### config.mk
export PLATFORM = sky130hd
export DESIGN_NAME = dual_mac_accum
export DESIGN_NICKNAME = d
export VERILOG_FILES = /design/src/rtl/tsr_mac_pkg.sv /design/src/rtl/dual_mac_accum_requant_sat.sv /design/src/rtl/dual_mac_accum.sv
export SDC_FILE = /design/constraint.sdc
export NUM_CORES = 1
export LEC_CHECK = 0
export ABC_AREA = 1
export CAP_MARGIN = 20
export CORE_UTILIZATION = 45
export DETAILED_ROUTE_END_ITERATION = 16
export PLACE_DENSITY = 0.77
export SYNTH_ARGS = -nofsm -noshare
export SYNTH_HDL_FRONTEND = slang
export SYNTH_HIERARCHICAL = 1
export SYNTH_SLANG_ARGS = --single-unit
### constraint.sdc
create_clock -name clk -period 2.6 [get_ports clk]
set_clock_uncertainty 0.2 [all_clocks]
set_input_delay 0.26 -clock clk [delete_from_list [all_inputs] [get_ports clk]]
set_output_delay 0.26 -clock clk [all_outputs]
set_load 0.03 [all_outputs]
### src/rtl/tsr_mac_pkg.sv
// Shared definitions for the dual-channel MAC accumulator: default widths,
// beat-counter sizing and the stage-1 window FSM state type.
package tsr_mac_pkg;

  // Default datapath widths
  localparam int DEF_IN_W  = 17;
  localparam int DEF_ACC_W = 32;
  localparam int DEF_OUT_W = 16;
  localparam int DEF_SHIFT = 8;

  // Beat counter: reports the window length and sticks at all-ones
  localparam int              BEAT_W   = 16;
  localparam logic [BEAT_W-1:0] BEAT_MAX = '1;

  // Stage-1 window tracking: IDLE waits for the first beat, ACCUM adds the rest
  typedef enum logic {
    IDLE  = 1'b0,
    ACCUM = 1'b1
  } macState_t;

endpackage

### src/rtl/dual_mac_accum_requant_sat.sv
// Per-channel requantiser: round-half-up arithmetic right shift followed by
// signed saturation to OUT_W bits, with an optional ReLU clamp.
// Optional feature macro: RELU_EN (forces negative results to zero; the
// saturation flag still reports range clipping only).
module requant_sat #(
  parameter int ACC_W = 32,
  parameter int OUT_W = 16,
  parameter int SHIFT = 8
) (
  input  logic signed [ACC_W-1:0] i_sum,
  output logic signed [OUT_W-1:0] o_res,
  output logic                    o_sat
);

  // One guard bit keeps the rounding addition from wrapping near the top of
  // the accumulator range.
  localparam int WIDE_W = ACC_W + 1;

  localparam logic signed [WIDE_W-1:0] MAX_V = (WIDE_W'(1) << (OUT_W - 1)) - WIDE_W'(1);
  localparam logic signed [WIDE_W-1:0] MIN_V = ~MAX_V;

  logic signed [WIDE_W-1:0] w_ext;
  logic signed [WIDE_W-1:0] w_rounded;
  logic signed [WIDE_W-1:0] w_clip;
  logic                     w_satFlag;
  logic signed [OUT_W-1:0]  w_final;

  assign w_ext = $signed({i_sum[ACC_W-1], i_sum});

  // With no shift the sum passes straight through; otherwise add half an LSB
  // of the result and shift arithmetically so negative ties round upward.
  generate
    if (SHIFT == 0) begin : gNoShift
      assign w_rounded = w_ext;
    end else begin : gShift
      localparam logic signed [WIDE_W-1:0] HALF = WIDE_W'(1) << (SHIFT - 1);
      assign w_rounded = (w_ext + HALF) >>> SHIFT;
    end
  endgenerate

  // Clip the rounded value into the signed output range and flag any clipping
  always_comb begin
    w_clip    = w_rounded;
    w_satFlag = 1'b0;
    if (w_rounded > MAX_V) begin
      w_clip    = MAX_V;
      w_satFlag = 1'b1;
    end else if (w_rounded < MIN_V) begin
      w_clip    = MIN_V;
      w_satFlag = 1'b1;
    end
  end

`ifdef RELU_EN
  // ReLU after saturation: anything negative becomes zero
  always_comb begin
    w_final = w_clip[OUT_W-1:0];
    if (w_clip[WIDE_W-1]) begin
      w_final = '0;
    end
  end
`else
  // Signed result passed through unchanged
  always_comb begin
    w_final = w_clip[OUT_W-1:0];
  end
`endif

  assign o_res = w_final;
  assign o_sat = w_satFlag;

endmodule

### src/rtl/dual_mac_accum.sv
// Dual-channel window accumulator behind the dual-product multiplier.
// Stage 1 sums each channel's products over an i_last-delimited window
// (bias folded in on the first beat), stage 2 holds the finished sums, and
// stage 3 registers the requantised, saturated results.
// Optional feature macro: RELU_EN (handled inside requant_sat).
module dual_mac_accum
  import tsr_mac_pkg::*;
#(
  parameter int IN_W  = DEF_IN_W,
  parameter int ACC_W = DEF_ACC_W,
  parameter int OUT_W = DEF_OUT_W,
  parameter int SHIFT = DEF_SHIFT
) (
  input  logic                    clk,
  input  logic                    rst_n,
  input  logic                    i_valid,
  input  logic                    i_last,
  input  logic signed [IN_W-1:0]  prod_ac,
  input  logic signed [IN_W-1:0]  prod_bc,
  input  logic signed [ACC_W-1:0] bias_a,
  input  logic signed [ACC_W-1:0] bias_b,
  output logic                    o_valid,
  output logic signed [OUT_W-1:0] o_res_a,
  output logic signed [OUT_W-1:0] o_res_b,
  output logic                    o_sat_a,
  output logic                    o_sat_b,
  output logic [BEAT_W-1:0]       o_beats
);

  // Stage 1: window accumulators
  macState_t                r_state;
  logic signed [ACC_W-1:0]  r_accA;
  logic signed [ACC_W-1:0]  r_accB;
  logic [BEAT_W-1:0]        r_beats;
  logic                     r_winDone;

  // Stage 2: finished window waiting for requantisation
  logic                     r_s2Valid;
  logic signed [ACC_W-1:0]  r_s2SumA;
  logic signed [ACC_W-1:0]  r_s2SumB;
  logic [BEAT_W-1:0]        r_s2Beats;

  // Sign-extended products and requantiser outputs
  logic signed [ACC_W-1:0]  w_prodA;
  logic signed [ACC_W-1:0]  w_prodB;
  logic signed [OUT_W-1:0]  w_resA;
  logic signed [OUT_W-1:0]  w_resB;
  logic                     w_satA;
  logic                     w_satB;

  assign w_prodA = {{(ACC_W-IN_W){prod_ac[IN_W-1]}}, prod_ac};
  assign w_prodB = {{(ACC_W-IN_W){prod_bc[IN_W-1]}}, prod_bc};

  // Window FSM: first beat seeds with bias, later beats accumulate, and a
  // beat carrying i_last raises r_winDone for one cycle so stage 2 can take
  // the sums while a new window starts in the same cycle.
  always_ff @(posedge clk) begin
    if (!rst_n) begin
      r_state   <= IDLE;
      r_accA    <= '0;
      r_accB    <= '0;
      r_beats   <= '0;
      r_winDone <= 1'b0;
    end else begin
      r_winDone <= 1'b0;
      if (i_valid) begin
        case (r_state)
          IDLE: begin
            r_accA  <= bias_a + w_prodA;
            r_accB  <= bias_b + w_prodB;
            r_beats <= BEAT_W'(1);
            if (i_last) begin
              r_winDone <= 1'b1;
            end else begin
              r_state <= ACCUM;
            end
          end
          ACCUM: begin
            r_accA <= r_accA + w_prodA;
            r_accB <= r_accB + w_prodB;
            if (r_beats != BEAT_MAX) begin
              r_beats <= r_beats + BEAT_W'(1);
            end
            if (i_last) begin
              r_winDone <= 1'b1;
              r_state   <= IDLE;
            end
          end
          default: begin
            r_state <= IDLE;
          end
        endcase
      end
    end
  end

  // Stage 2 captures a completed window's sums and beat count
  always_ff @(posedge clk) begin
    if (!rst_n) begin
      r_s2Valid <= 1'b0;
      r_s2SumA  <= '0;
      r_s2SumB  <= '0;
      r_s2Beats <= '0;
    end else begin
      r_s2Valid <= r_winDone;
      if (r_winDone) begin
        r_s2SumA  <= r_accA;
        r_s2SumB  <= r_accB;
        r_s2Beats <= r_beats;
      end
    end
  end

  requant_sat #(
    .ACC_W (ACC_W),
    .OUT_W (OUT_W),
    .SHIFT (SHIFT)
  ) uRequantA (
    .i_sum (r_s2SumA),
    .o_res (w_resA),
    .o_sat (w_satA)
  );

  requant_sat #(
    .ACC_W (ACC_W),
    .OUT_W (OUT_W),
    .SHIFT (SHIFT)
  ) uRequantB (
    .i_sum (r_s2SumB),
    .o_res (w_resB),
    .o_sat (w_satB)
  );

  // Stage 3 registers the results; they hold until the next strobe
  always_ff @(posedge clk) begin
    if (!rst_n) begin
      o_valid <= 1'b0;
      o_res_a <= '0;
      o_res_b <= '0;
      o_sat_a <= 1'b0;
      o_sat_b <= 1'b0;
      o_beats <= '0;
    end else begin
      o_valid <= r_s2Valid;
      if (r_s2Valid) begin
        o_res_a <= w_resA;
        o_res_b <= w_resB;
        o_sat_a <= w_satA;
        o_sat_b <= w_satB;
        o_beats <= r_s2Beats;
      end
    end
  end

endmodule

==> out/qor.csv <==
stage,metric,value,unit
run_status,outcome,finished clean,
pwr,Net Sw Power,3310,uW
pwr,Sw Ratio,36.1,%
clock_tree,Clock Sink Count,200,
setup_path,delay of the slowest cell on the worst path,0.39,ns
floorplan,die outline height,181,um
clock_tree,H-tree depth,4,
pwr,Logic pwr share,32.6,%
floorplan,core area,31600,um^2
cells_and_area,layout cells sized above 1,10.7,%
setup_path,reg2reg path depth,16,
setup_path,crit-path max FO,18,
setup_path,Critical Path Source Type,flop,
sta,final setup vio count,0,
clock_tree,Root Buffer,clkbuf_16,
worst_hold_path,Hold EP,r_accB[17]$_SDFFE_PN0P_,
detailed_routing,Routed WL per cell,14.3,um
yosys,Cells after Synth,2468,
sta,RSZ-0062 raised after global routing,true,
clock_tree,later-pin clock latency in the skew report,0.45,ns
grt,number of global-route vias before repair,14300,
pwr,Seq pwr share,36.9,%
yosys,YS warnings,6,
detailed_routing,via count,15500,
detailed_routing,final wirelength,43.9,mm
grt,largest net degree at the start of global routing,97,
cells_and_area,Diodes inserted,0,
yosys,mean instance size in the synthesized netlist,5.84,um^2
pwr,Leakage Power,0.00909,uW
setup_path,WP data arrival,2.70,ns
setup_path,worst reg2reg path endpoint,r_accB[24]$_SDFFE_PN0P_,
clock_tree,"Reg clk slew, reported paths",0.08,ns
run,max_cap viols,0,
sta,"Slew Viols, Final",0,
setup_path,Crit Reg-Reg Startpoint,r_state$_SDFFE_PN0P_,
yosys,mapped cell area,14400,um^2
grt,Tot GR Track Use,26.4,%
floorplan,FP Rows,65,
pwr,power per cell area,510,nW/um^2
setup_path,CP Cell Sequence,inv_8 > buf_6 > buf_12 > nand2_1 > o21ai_0 > ha_1 > nand2_1 > nor2_2 > and2_1 > nand2_1 > nand2_1 > nand2_1 > nand3_1 > nand3_1 > nand2_1 > inv_1,
sta,setup ws final,0.0548,ns
setup_path,WP data required,2.75,ns
pwr,Int Power,5860,uW
sta,Slew HR,47.0,%
pwr,clock share of power,30.5,%
worst_hold_path,hold depth,2,
floorplan,die extent in x,181,um
clock_tree,CTS tree,built,
clock_tree,Clock Tree Buf Depth,2,
detailed_routing,post-route DRC violation count,0,
detailed_routing,first drt pass iteration count,5,
cells_and_area,Filler cells,3196,
worst_hold_path,Hold WC Path Type,in -> reg,
floorplan,Die Area,32800,um^2
worst_hold_path,hold_sp,i_valid,
cells_and_area,P&R area growth vs syn,24.7,%
setup_path,Crit. End Element,flop,
grt,initial antenna violation count,1,
cells_and_area,nets,2830,
clock_tree,CTS buffer count,17,
sta,Final Hold Vio Count,0,
setup_path,CP Class,reg -> reg,
setup_path,critical path's top delay family,simple AND/OR/NAND/NOR gates,
setup_path,CP Launch Point,r_state$_SDFFE_PN0P_,
detailed_routing,1st-iter DRT viols,1015,
sta,Hold WS,0.182,ns
detailed_routing,Vias/cell,5.03,
sta,Worst Tran Pin Value,0.793,ns
sta,Period minus WS final,2.55,ns
place,PortBufs,152,
grt,grt ovf,0,
place,DP Worst Slack,-0.165,ns
place,Routability Congestion,0.923,
sta,crit share post-route,97.9,%
sta,f_max,393,MHz
pwr,Max VDD drop,475,uV
grt,first-pass GRT wire length,70.4,mm
place,hpwl dp,33.5,mm
floorplan,Starting Density,45.7,%
floorplan,IO Pins,153,
yosys,syn_nets,2637,
setup_path,Crit-path slowest cell,dfxtp_4,
setup_path,Most common cell on crit path,nand2_1,
setup_path,Critical path buffers and inverters,4,
detailed_routing,ANT nets after route,0,
setup_path,R2R setup slack,0.05,ns
==> how the worst max path moves through the flow <==
stage          cells past startpoint  slack (ns)                       to
5_1_grt                           18       -0.12  r_accB[20]$_SDFFE_PN0P_
2_1_floorplan                     17       0.007  r_accB[14]$_SDFFE_PN0P_
3_5_place_dp                      15       -0.17  r_accA[24]$_SDFFE_PN0P_
3_3_place_gp                      15       -0.12  r_accA[24]$_SDFFE_PN0P_
4_1_cts                           16       -0.02  r_accA[24]$_SDFFE_PN0P_
6_report                          16        0.05  r_accB[24]$_SDFFE_PN0P_
==> layer usage <==
| metal | routed length [um] | GRT usage [%] | share of wire, % | up-vias |
|---|---|---|---|---|
| met5 | 0 | 0 | 0 | - |
| met4 | 821 | 7.53 | 1.9 | 0 |
| met3 | 2420 | 3.65 | 5.5 | 58 |
| met2 | 19800 | 42.9 | 45 | 437 |
| met1 | 20900 | 36.3 | 48 | 6940 |
| li1 | - | - | - | 8025 |
==> sequential cells by signal, summed over array words and instances, names as in the netlist, 25 cells and up <==
name      flops
r_s2SumA     25
r_s2SumB     25
r_accB       32
r_accA       32
==> metrics by stage <==
stage	power, uW	utilization, %	setup TNS [ns]	std cells	area (um^2)
floorplan	5180	-	0	2468	14400
global placement	6150	53.4	-0.373	3024	16800
detailed placement	6180	53.4	-0.767	3024	16800
CTS	8990	55.5	-0.0194	3057	17500
global route	9690	57.0	-1.24	3076	18000
finish	9160	57.0	0	3076	18000
==> power by group through the flow <==
stage                     Sequential (uW)  Combinational [uW]  Clock, uW
after floorplan                      3460                1720          0
after global placement               3440                2710          0
after detailed placement             3450                2740          0
after CTS                            3380                2770       2850
after global routing                 3400                3330       2950
final                                3380                2990       2800
==> layout by cell type, fill, tap and decap left out, types with 9 or more instances in the layout <==
cell,count
nand2_2,48
nor2_2,39
nand4_1,14
xor2_1,46
o21ai_0,200
a21oi_1,159
nor3_1,10
nand3b_1,11
buf_4,91
nor2_1,272
o21ai_1,18
xnor2_1,14
nand2_1,734
clkdlybuf4s50_1,150
nand3_1,92
a21oi_2,14
dfxtp_1,196
and2_1,9
ha_1,60
clkbuf_16,18
inv_1,387
nand3_2,9
==> cell type report <==
| class | instances | area (um^2) | share of cell area, % |
|---|---|---|---|
| tap | 402 | 503 | 2.80 |
| clock buffer | 18 | 439 | 2.44 |
| timing repair buffer | 256 | 2440 | 13.6 |
| multi-input combinational | 1790 | 8910 | 49.6 |
| inverter | 396 | 1490 | 8.31 |
| sequential | 200 | 4010 | 22.3 |
| clock inverter | 14 | 175 | 0.974 |
==> timing repair <==
action | in CTS | in global routing
pin swaps | 0 | 29
cloned | 0 | 1
setup endpoints to repair | 13 | 63
hold buffers | 1 | 0
buffers inserted | 0 | 18
endpoints found under the hold margin | 7 | 0
resized for setup | 11 | 110
Power figures use the tool's default switching activity.
